[src/rtl/stage_fe_if.sv]
// Instruction-memory request/response bus between the fetch stage and imem.
//   master (fetch): req, addr out; ready, valid, data in
//   slave  (imem) : req, addr in;  ready, valid, data out
interface stage_fe_if #(
  parameter int INST_W      = 32,
  parameter int INST_ADDR_W = 16
);
  logic                   req;
  logic [INST_ADDR_W-1:0] addr;
  logic                   ready;
  logic                   valid;
  logic [INST_W-1:0]      data;

  modport master (output req, addr, input ready, valid, data);
  modport slave  (input req, addr, output ready, valid, data);
endinterface

[src/rtl/stage_fe.sv]
// Instruction-fetch stage. Holds the word-addressed fetch PC, keeps at most
// two credits (outstanding requests + buffered words), tags each request
// with an epoch bit so wrong-path responses after a redirect are dropped,
// and feeds decode through registered out_inst/out_pc/out_flush.
// Ports:
//   clk, rst            clock, async active-high reset
//   en                  stage enable (no requests, outputs hold when low)
//   stall               decode backpressure (outputs hold)
//   redirect/_pc        taken branch/jump from execute
//   imem                instruction-memory bus (master side)
//   out_inst/pc/flush   instruction to decode; flush marks a bubble
module stage_fe #(
  parameter int                     INST_W      = 32,
  parameter int                     INST_ADDR_W = 16,
  parameter logic [INST_ADDR_W-1:0] RESET_PC    = '0,
  parameter logic [INST_W-1:0]      NOP_INST    = 'h00000013
) (
  input  logic                   clk,
  input  logic                   rst,
  input  logic                   en,
  input  logic                   stall,
  input  logic                   redirect,
  input  logic [INST_ADDR_W-1:0] redirect_pc,
  stage_fe_if.master             imem,
  output logic [INST_W-1:0]      out_inst,
  output logic [INST_ADDR_W-1:0] out_pc,
  output logic                   out_flush
);
  typedef struct packed {
    logic                   ep;
    logic [INST_ADDR_W-1:0] pc;
  } tag_t;

  typedef struct packed {
    logic [INST_W-1:0]      inst;
    logic [INST_ADDR_W-1:0] pc;
  } ent_t;

  logic [INST_ADDR_W-1:0] fetch_pc;
  logic                   epoch;
  tag_t [1:0]             tag_q, tag_d;
  logic [1:0]             tag_cnt, tag_cnt_d;
  ent_t [1:0]             buf_q, buf_d;
  logic [1:0]             buf_cnt, buf_cnt_d;
  logic [2:0]             credits;
  logic                   accept, resp, resp_ok, adv, avail, pop_buf, bypass;
  ent_t                   head, resp_ent;

  // Credits = outstanding tags + buffered words; never exceeds 2.
  assign credits   = {1'b0, tag_cnt} + {1'b0, buf_cnt};
  assign imem.req  = !rst && en && !redirect && (credits < 3'd2);
  assign imem.addr = fetch_pc;
  assign accept    = imem.req && imem.ready;

  // Responses with nothing outstanding are ignored. A response in the
  // redirect cycle is wrong-path by construction and is dropped.
  assign resp     = imem.valid && (tag_cnt != 2'd0);
  assign resp_ok  = resp && (tag_q[0].ep == epoch) && !redirect;
  assign resp_ent = '{inst: imem.data, pc: tag_q[0].pc};

  // An arriving word may go straight to the output when the buffer is
  // empty; this keeps a 1-cycle memory at one instruction per cycle within
  // the 2-credit budget (a word holds its credit for only one cycle).
  assign adv     = en && !stall && !redirect;
  assign avail   = (buf_cnt != 2'd0) || resp_ok;
  assign head    = (buf_cnt != 2'd0) ? buf_q[0] : resp_ent;
  assign pop_buf = adv && (buf_cnt != 2'd0);
  assign bypass  = adv && (buf_cnt == 2'd0) && resp_ok;

  // In-order epoch/address tag FIFO, head at index 0.
  always_comb begin
    tag_d     = tag_q;
    tag_cnt_d = tag_cnt;
    if (resp) begin
      tag_d[0]  = tag_q[1];
      tag_cnt_d = tag_cnt - 2'd1;
    end
    if (accept) begin
      tag_d[tag_cnt_d[0]] = '{ep: epoch, pc: fetch_pc};
      tag_cnt_d           = tag_cnt_d + 2'd1;
    end
  end

  // Response buffer, head at index 0; redirect flushes it.
  always_comb begin
    buf_d     = buf_q;
    buf_cnt_d = buf_cnt;
    if (pop_buf) begin
      buf_d[0]  = buf_q[1];
      buf_cnt_d = buf_cnt - 2'd1;
    end
    if (resp_ok && !bypass) begin
      buf_d[buf_cnt_d[0]] = resp_ent;
      buf_cnt_d           = buf_cnt_d + 2'd1;
    end
    if (redirect) buf_cnt_d = 2'd0;
  end

  always_ff @(posedge clk or posedge rst) begin
    if (rst) begin
      fetch_pc  <= RESET_PC;
      epoch     <= 1'b0;
      tag_q     <= '0;
      tag_cnt   <= 2'd0;
      buf_q     <= '0;
      buf_cnt   <= 2'd0;
      out_inst  <= NOP_INST;
      out_pc    <= RESET_PC;
      out_flush <= 1'b1;
    end else begin
      tag_q   <= tag_d;
      tag_cnt <= tag_cnt_d;
      buf_q   <= buf_d;
      buf_cnt <= buf_cnt_d;
      if (redirect) begin
        fetch_pc  <= redirect_pc;
        epoch     <= ~epoch;
        out_flush <= 1'b1;
        out_inst  <= NOP_INST;
      end else begin
        if (accept) fetch_pc <= fetch_pc + INST_ADDR_W'(1);
        if (adv) begin
          if (avail) begin
            out_inst  <= head.inst;
            out_pc    <= head.pc;
            out_flush <= 1'b0;
          end else begin
            out_inst  <= NOP_INST;
            out_flush <= 1'b1;
          end
        end
      end
    end
  end
endmodule

[src/flat_wrapper.sv]
// flat-port wrapper written by rule: the top's interface ports become plain ports
module stage_fe_flat 
#(
  parameter int                     INST_W      = 32,
  parameter int                     INST_ADDR_W = 16,
  parameter logic [INST_ADDR_W-1:0] RESET_PC    = '0,
  parameter logic [INST_W-1:0]      NOP_INST    = 'h00000013
)
  (clk, rst, en, stall, redirect, redirect_pc, out_inst, out_pc, out_flush, imem_req, imem_addr, imem_ready, imem_valid, imem_data);
  stage_fe_if #(.INST_W(INST_W), .INST_ADDR_W(INST_ADDR_W)) imem_i ();
  input  logic clk;
  input  logic rst;
  input  logic en;
  input  logic stall;
  input  logic redirect;
  input  logic [INST_ADDR_W-1:0] redirect_pc;
  output logic [INST_W-1:0] out_inst;
  output logic [INST_ADDR_W-1:0] out_pc;
  output logic out_flush;
  output wire logic [$bits(imem_i.req)-1:0] imem_req;
  output wire logic [$bits(imem_i.addr)-1:0] imem_addr;
  input wire logic [$bits(imem_i.ready)-1:0] imem_ready;
  input wire logic [$bits(imem_i.valid)-1:0] imem_valid;
  input wire logic [$bits(imem_i.data)-1:0] imem_data;
  assign imem_req = imem_i.req;
  assign imem_addr = imem_i.addr;
  assign imem_i.ready = imem_ready;
  assign imem_i.valid = imem_valid;
  assign imem_i.data = imem_data;
  stage_fe #(.INST_W(INST_W), .INST_ADDR_W(INST_ADDR_W), .RESET_PC(RESET_PC), .NOP_INST(NOP_INST)) u_core (.clk(clk), .rst(rst), .en(en), .stall(stall), .redirect(redirect), .redirect_pc(redirect_pc), .imem(imem_i), .out_inst(out_inst), .out_pc(out_pc), .out_flush(out_flush));
endmodule
[config.mk]
export PLATFORM = sky130hd
export DESIGN_NAME = stage_fe_flat
export DESIGN_NICKNAME = d
export VERILOG_FILES = /design/src/rtl/stage_fe_if.sv /design/src/rtl/stage_fe.sv /design/src/flat_wrapper.sv
export SDC_FILE = /design/constraint.sdc
export NUM_CORES = 1
export LEC_CHECK = 0
export BUFFER_PORTS_ARGS = -buffer_cell sky130_fd_sc_hd__buf_2
export CAP_MARGIN = 30
export CORE_ASPECT_RATIO = 2
export CORE_MARGIN = 8
export CORE_UTILIZATION = 62
export DETAILED_ROUTE_END_ITERATION = 10
export PLACE_DENSITY = 0.93
export SLEW_MARGIN = 20
export SYNTH_ARGS = -nofsm -noshare
export SYNTH_HDL_FRONTEND = slang
export SYNTH_SLANG_ARGS = --single-unit
[constraint.sdc]
create_clock -name clk -period 11 [get_ports clk]
set_input_delay 0.55 -clock clk [delete_from_list [all_inputs] [get_ports clk]]
set_output_delay 0.55 -clock clk [all_outputs]
set_load 0.01 [all_outputs]
After elaboration in Yosys (flattened, before gate mapping)
Index checks and enable logic that the tools add are counted.
Word-level totals
  output and inout port bits: 66
  register bits after elaboration: 200
  input port bits: 55
  logic and storage cells: 79
Operators by class
  order comparisons: 5
  reductions and logical operators: 26
  bitwise gates (word level): 2
  add/sub/neg operators: 6
  eq/ne operators: 1
  multiplexer cells: 24
Operators by type and width (count)
  48-bit two-way mux: 4
  96-bit bitwise mux: 1
  32-bit two-way mux: 3
  17-bit two-way mux: 3
  48-bit demux with 1-bit select: 1
  34-bit bitwise mux: 1
  16-bit two-way mux: 2
  17-bit demux with 1-bit select: 1
  16-bit by 1-bit adder with 16-bit output (second input constant): 1
  1-bit logical AND: 15
  2-bit two-way mux: 5
  2-bit nonzero test: 4
  2-bit by 1-bit adder with 2-bit output (second input constant): 2
  1-bit logical NOT: 4
  1-bit by 2-bit < comparator with 1-bit output (second input constant): 2
  2-bit by 1-bit subtractor with 2-bit output (second input constant): 2
  2-bit by 2-bit adder with 3-bit output: 1
  3-bit by 2-bit < comparator with 1-bit output (second input constant): 1
  1-bit two-way mux: 3
  3-bit AND reduction: 1
  1-bit >= comparator (second input constant): 2
  2-bit logical NOT: 1
  1-bit inverter: 2
  1-bit equality test: 1
  1-bit logical OR: 1

Logic depth before layout (Yosys ltp)
  depth after elaboration: 11
  mapped depth: 10
  depth with buffers taken out: 8

Least setup slack after synthesis
OpenSTA, ideal clock, no wires.
  path kind: reg2reg
  start point: reg u_core.buf_cnt[0]
  end point: reg u_core.buf_q[74] (netlist bit)
  stages on the path, launching flop included: 11
  data arrival time: 2.771 ns
  path buffers: 4
  data required time: 10.875 ns
  path slack: 8.104 ns
  library setup time: 0.125 ns
  cells stage by stage: dfrtp_1 > inv_1 > ha_1 > buf_2 > nor4b_4 > buf_2 > xnor2_1 > ha_1 > clkbuf_1 > buf_1 > mux2_2
Between the ends
  word-level cells in the longest chain between the ends: 8
  elaborated cells on any way between the ends: 15
  classes of those cells: add/sub (1); order compare (2); mux (4); reduce/logical (8)
Ends and longest elaborated chain
  start: declaration: RTL line stage_fe.sv:44  | logic [1:0] buf_cnt, buf_cnt_d;
  start signal: assignment: RTL line stage_fe.sv:114  | buf_cnt <= buf_cnt_d;
  parallel branches: the longest is 8 deep, another holds 2-bit by 1-bit subtractor with 2-bit output
  end signal: assignment: RTL line stage_fe.sv:113  | buf_q <= buf_d;
  end: declaration: RTL line stage_fe.sv:43  | ent_t [1:0] buf_q, buf_d;
Parallel ways; which one is timed is not known.
A chain may end at the register's enable or synchronous reset.

==> impl_metrics.ini <==
[critical_path]
worst-path-max-fanout = 48
crit_required_ns = 11.31
path_common_cell = buf_4
worst_path_max_delay_cell = buf_4
cpPeakStageDelay_ns = 0.66
criticalPathCategory = reg2reg
start_kind = flop
path_cells = inv_1 > ha_2 > buf_4 > nor2b_1 > o311ai_4 > buf_4 > mux2_2
cp.arrival_ns = 3.81
end_kind = flop

[timing]
setup_viol = 0
setup_tns_ns = 0
finalCriticalPeriod_ns = 3.50
fmax_mhz = 285
tightest_slew_ns = 0.929
relSlewSlack_pct = 37.8
rsz0062_at_grt = false
period_share_pct = 31.9
fin_hold_ws_ns = 0.290
drv_slew = 0
final-hold-violation-count = 0
clock_skew_ns = 0.0128

[place]
routabilityCongestion = 0.788
port-buffer-count = 120
place_inst = 1012
dp_hpwl_mm = 14.6

[power]
seqPwrFrac_pct = 44.6
power.leakage_nw = 5.23
power.net_switching_w = 0.000893
powerDensity_nw_per_um2 = 250
clkPwrFrac_pct = 23.2
ir_worst_vdd_mv = 0.134
p_int_w = 0.00179
swShare_pct = 33.3
p_comb_share_pct = 32.2

[cts]
clock_latency_ns = 0.44
cts_setup_buffers = 0
hold_buffers = 0
clockRootBuffer = clkbuf_16
cts.clk_slew.worst_paths_ns = 0.07
cts_max_level = 4
cts_buffers = 17
post_cts_resize_count = 0
clock_sink_count = 200
cts_tree = done
clk_path_buf_depth = 2

[layout]
seq_area_sq_um = 5010
drive_above_1_share_pct = 42.9
nets = 898
fin_cells = 1047
multi_input_area_sq_um = 4100
nFillCells = 993
final_cell_mix = dfrtp_1, mux2_2, buf_2
area_delta_synth_final_pct = 14.7
final_common_cell = dfrtp_1

[hold_path]
holdCritPathClass = in2async

[global_routing]
top_usage_layer = met2
grt_use_met1_pct = 26.8
antenna_found_initial = 2
grt_pass1_wl_mm = 36.1
grt_pass1_vias = 6916
gr-usage-all-layers_pct = 23.9
use_met2_pct = 42.8
groute.layer.met3.usage_pct = 3.88
grt-ovfl-total = 0
grt_max_degree = 115

[synth]
synth.distinct_cells = 55
ys_seq_elements = 200
synth_edf_count = 0
yosysSeqAreaShare_pct = 53.6
async_flop_share_pct = 100
yosysWarningCount = 0
synth_area_per_cell_sq_um = 12.7
synthesis.area_sq_um = 9350
syn_inst = 734
synth_fp_nets = 795
ys.flop_type = dfrtp_1

[floorplanning]
die_h_microns = 190
core-area_sq_um = 14800
dieArea_sq_um = 19500
start_util_pct = 63.1
rows = 63
num_io_pins = 121
die_x_microns = 103

[routing]
drtIter0Drc = 353
first_pass_iters = 5
route.detailed.drc = 0
ant_nets = 0
wl_per_cell_microns = 21.6
wl_mm = 22.6
viasPerCell = 6.12
num_vias = 6409

[run]
drv_cap = 0

[status]
status = completed
flip-flops by register name (all words and copies together), names as in the netlist:
register and flops:
u_core.resp_ent 16, u_core.out_inst 32, u_core.tag_q 18, u_core.buf_cnt 2, u_core.tag_cnt 2, u_core.out_flush 1, u_core.imem.addr 16, u_core.buf_q 96
u_core.out_pc 16, u_core.epoch 1
metrics by stage:
| step | total power [W] | instance area (sq um) | worst slack (ns) | utilization, % |
|---|---|---|---|---|
| final | 0.00268 | 10700 | 7.50 | 72.4 |
| after global routing | 0.00281 | 10700 | 7.36 | 72.4 |
| after CTS | 0.00269 | 10700 | 7.50 | 72.3 |
| after detailed placement | 0.00203 | 10100 | 7.63 | 68.3 |
| after global placement | 0.00195 | 10000 | 7.69 | 67.8 |
| after floorplan | 0.00177 | 9350 | 5.00 | - |
layer usage:
| metal | vias up | wire length (microns) |
|---|---|---|
| met5 | - | 0 |
| met4 | 0 | 817 |
| met3 | 56 | 1140 |
| met2 | 240 | 12500 |
| met1 | 3255 | 8150 |
| li1 | 2858 | - |
worst paths after layout:
path / start / slack, ns / endpoint / depth (start not counted)
max in group asynchronous: rst / 9.45 / u_core.out_inst[1] / 4
worst min register to register: u_core.out_inst[25] / 0.48 / u_core.out_inst[25] / 2
worst max register to register: u_core.buf_cnt[0] / 7.50 / u_core.buf_q[13] / 7
min in group clk: redirect_pc[1] / 0.33 / u_core.imem.addr[1] / 3
worst min-delay path: rst / 0.29 / u_core.tag_q[21] / 2
worst max-delay path: u_core.buf_cnt[0] / 7.50 / u_core.buf_q[13] / 7
cell usage after synthesis (all sizes together), types with 2 or more instances:
library cell / instances / area, sq um
mux2: 197 / 2290
dfrtp: 196 / 4900
nand2: 76 / 285
o21ai: 42 / 221
mux2i: 30 / 300
buf: 28 / 165
nor3: 25 / 136
clkbuf: 19 / 71.3
a31oi: 18 / 113
inv: 10 / 37.5
a221o: 8 / 80.1
nor2: 8 / 30.0
nand3: 7 / 40.0
nor4: 7 / 43.8
o311ai: 7 / 61.3
nand4: 6 / 43.8
ha: 5 / 62.6
dfstp: 4 / 105
nor2b: 4 / 25.0
or2: 4 / 25.0
nand2b: 3 / 18.8
o22a: 3 / 26.3
xnor2: 3 / 33.8
a211oi: 2 / 15.0
a21o: 2 / 15.0
a22oi: 2 / 15.0
nor4b: 2 / 38.8
o21a: 2 / 15.0
o41ai: 2 / 17.5
or3: 2 / 12.5
xor2: 2 / 17.5
critical path: cells and delay by family (launching register included):
family | cells | cell delay, ns
buffers and inverters | 3 | 1.39
adder cells (fa/ha/maj) | 1 | 0.61
multiplexers | 1 | 0.45
flip-flops | 1 | 0.43
AO/OA/AOI/OAI | 1 | 0.26
AND/OR/NAND/NOR | 1 | 0.20
power by group through the flow:
stage | clock (W) | sequential, W | combinational (W)
global placement | 0 | 0.00117 | 0.000789
global route | 0.000659 | 0.00123 | 0.000926
finish | 0.000623 | 0.00120 | 0.000863
floorplan | 0 | 0.00117 | 0.000605
detailed placement | 0 | 0.00119 | 0.000843
CTS | 0.000631 | 0.00119 | 0.000867
layout make-up:
cell class	count	share of cell area, %
antenna	2	0.0467
sequential	200	46.7
clock buffer	18	4.00
inverter	10	0.420
clock inverter	14	1.54
tap	195	2.27
multi-input combinational	477	38.2
timing repair buffer	131	6.81
kinds of logic (layout without fill, tap and decap cells):
group	count (synthesis)	after routing	synth area share, %
flip-flops	200	200	53.6
XOR/XNOR	5	5	0.549
buffers and inverters	57	173	2.93
AO/OA/AOI/OAI	93	93	6.63
AND/OR/NAND/NOR	146	146	7.67
other	0	2	0
multiplexers	227	227	27.7
adder cells (fa/ha/maj)	6	6	0.883
(Power assumes the default switching activity.)
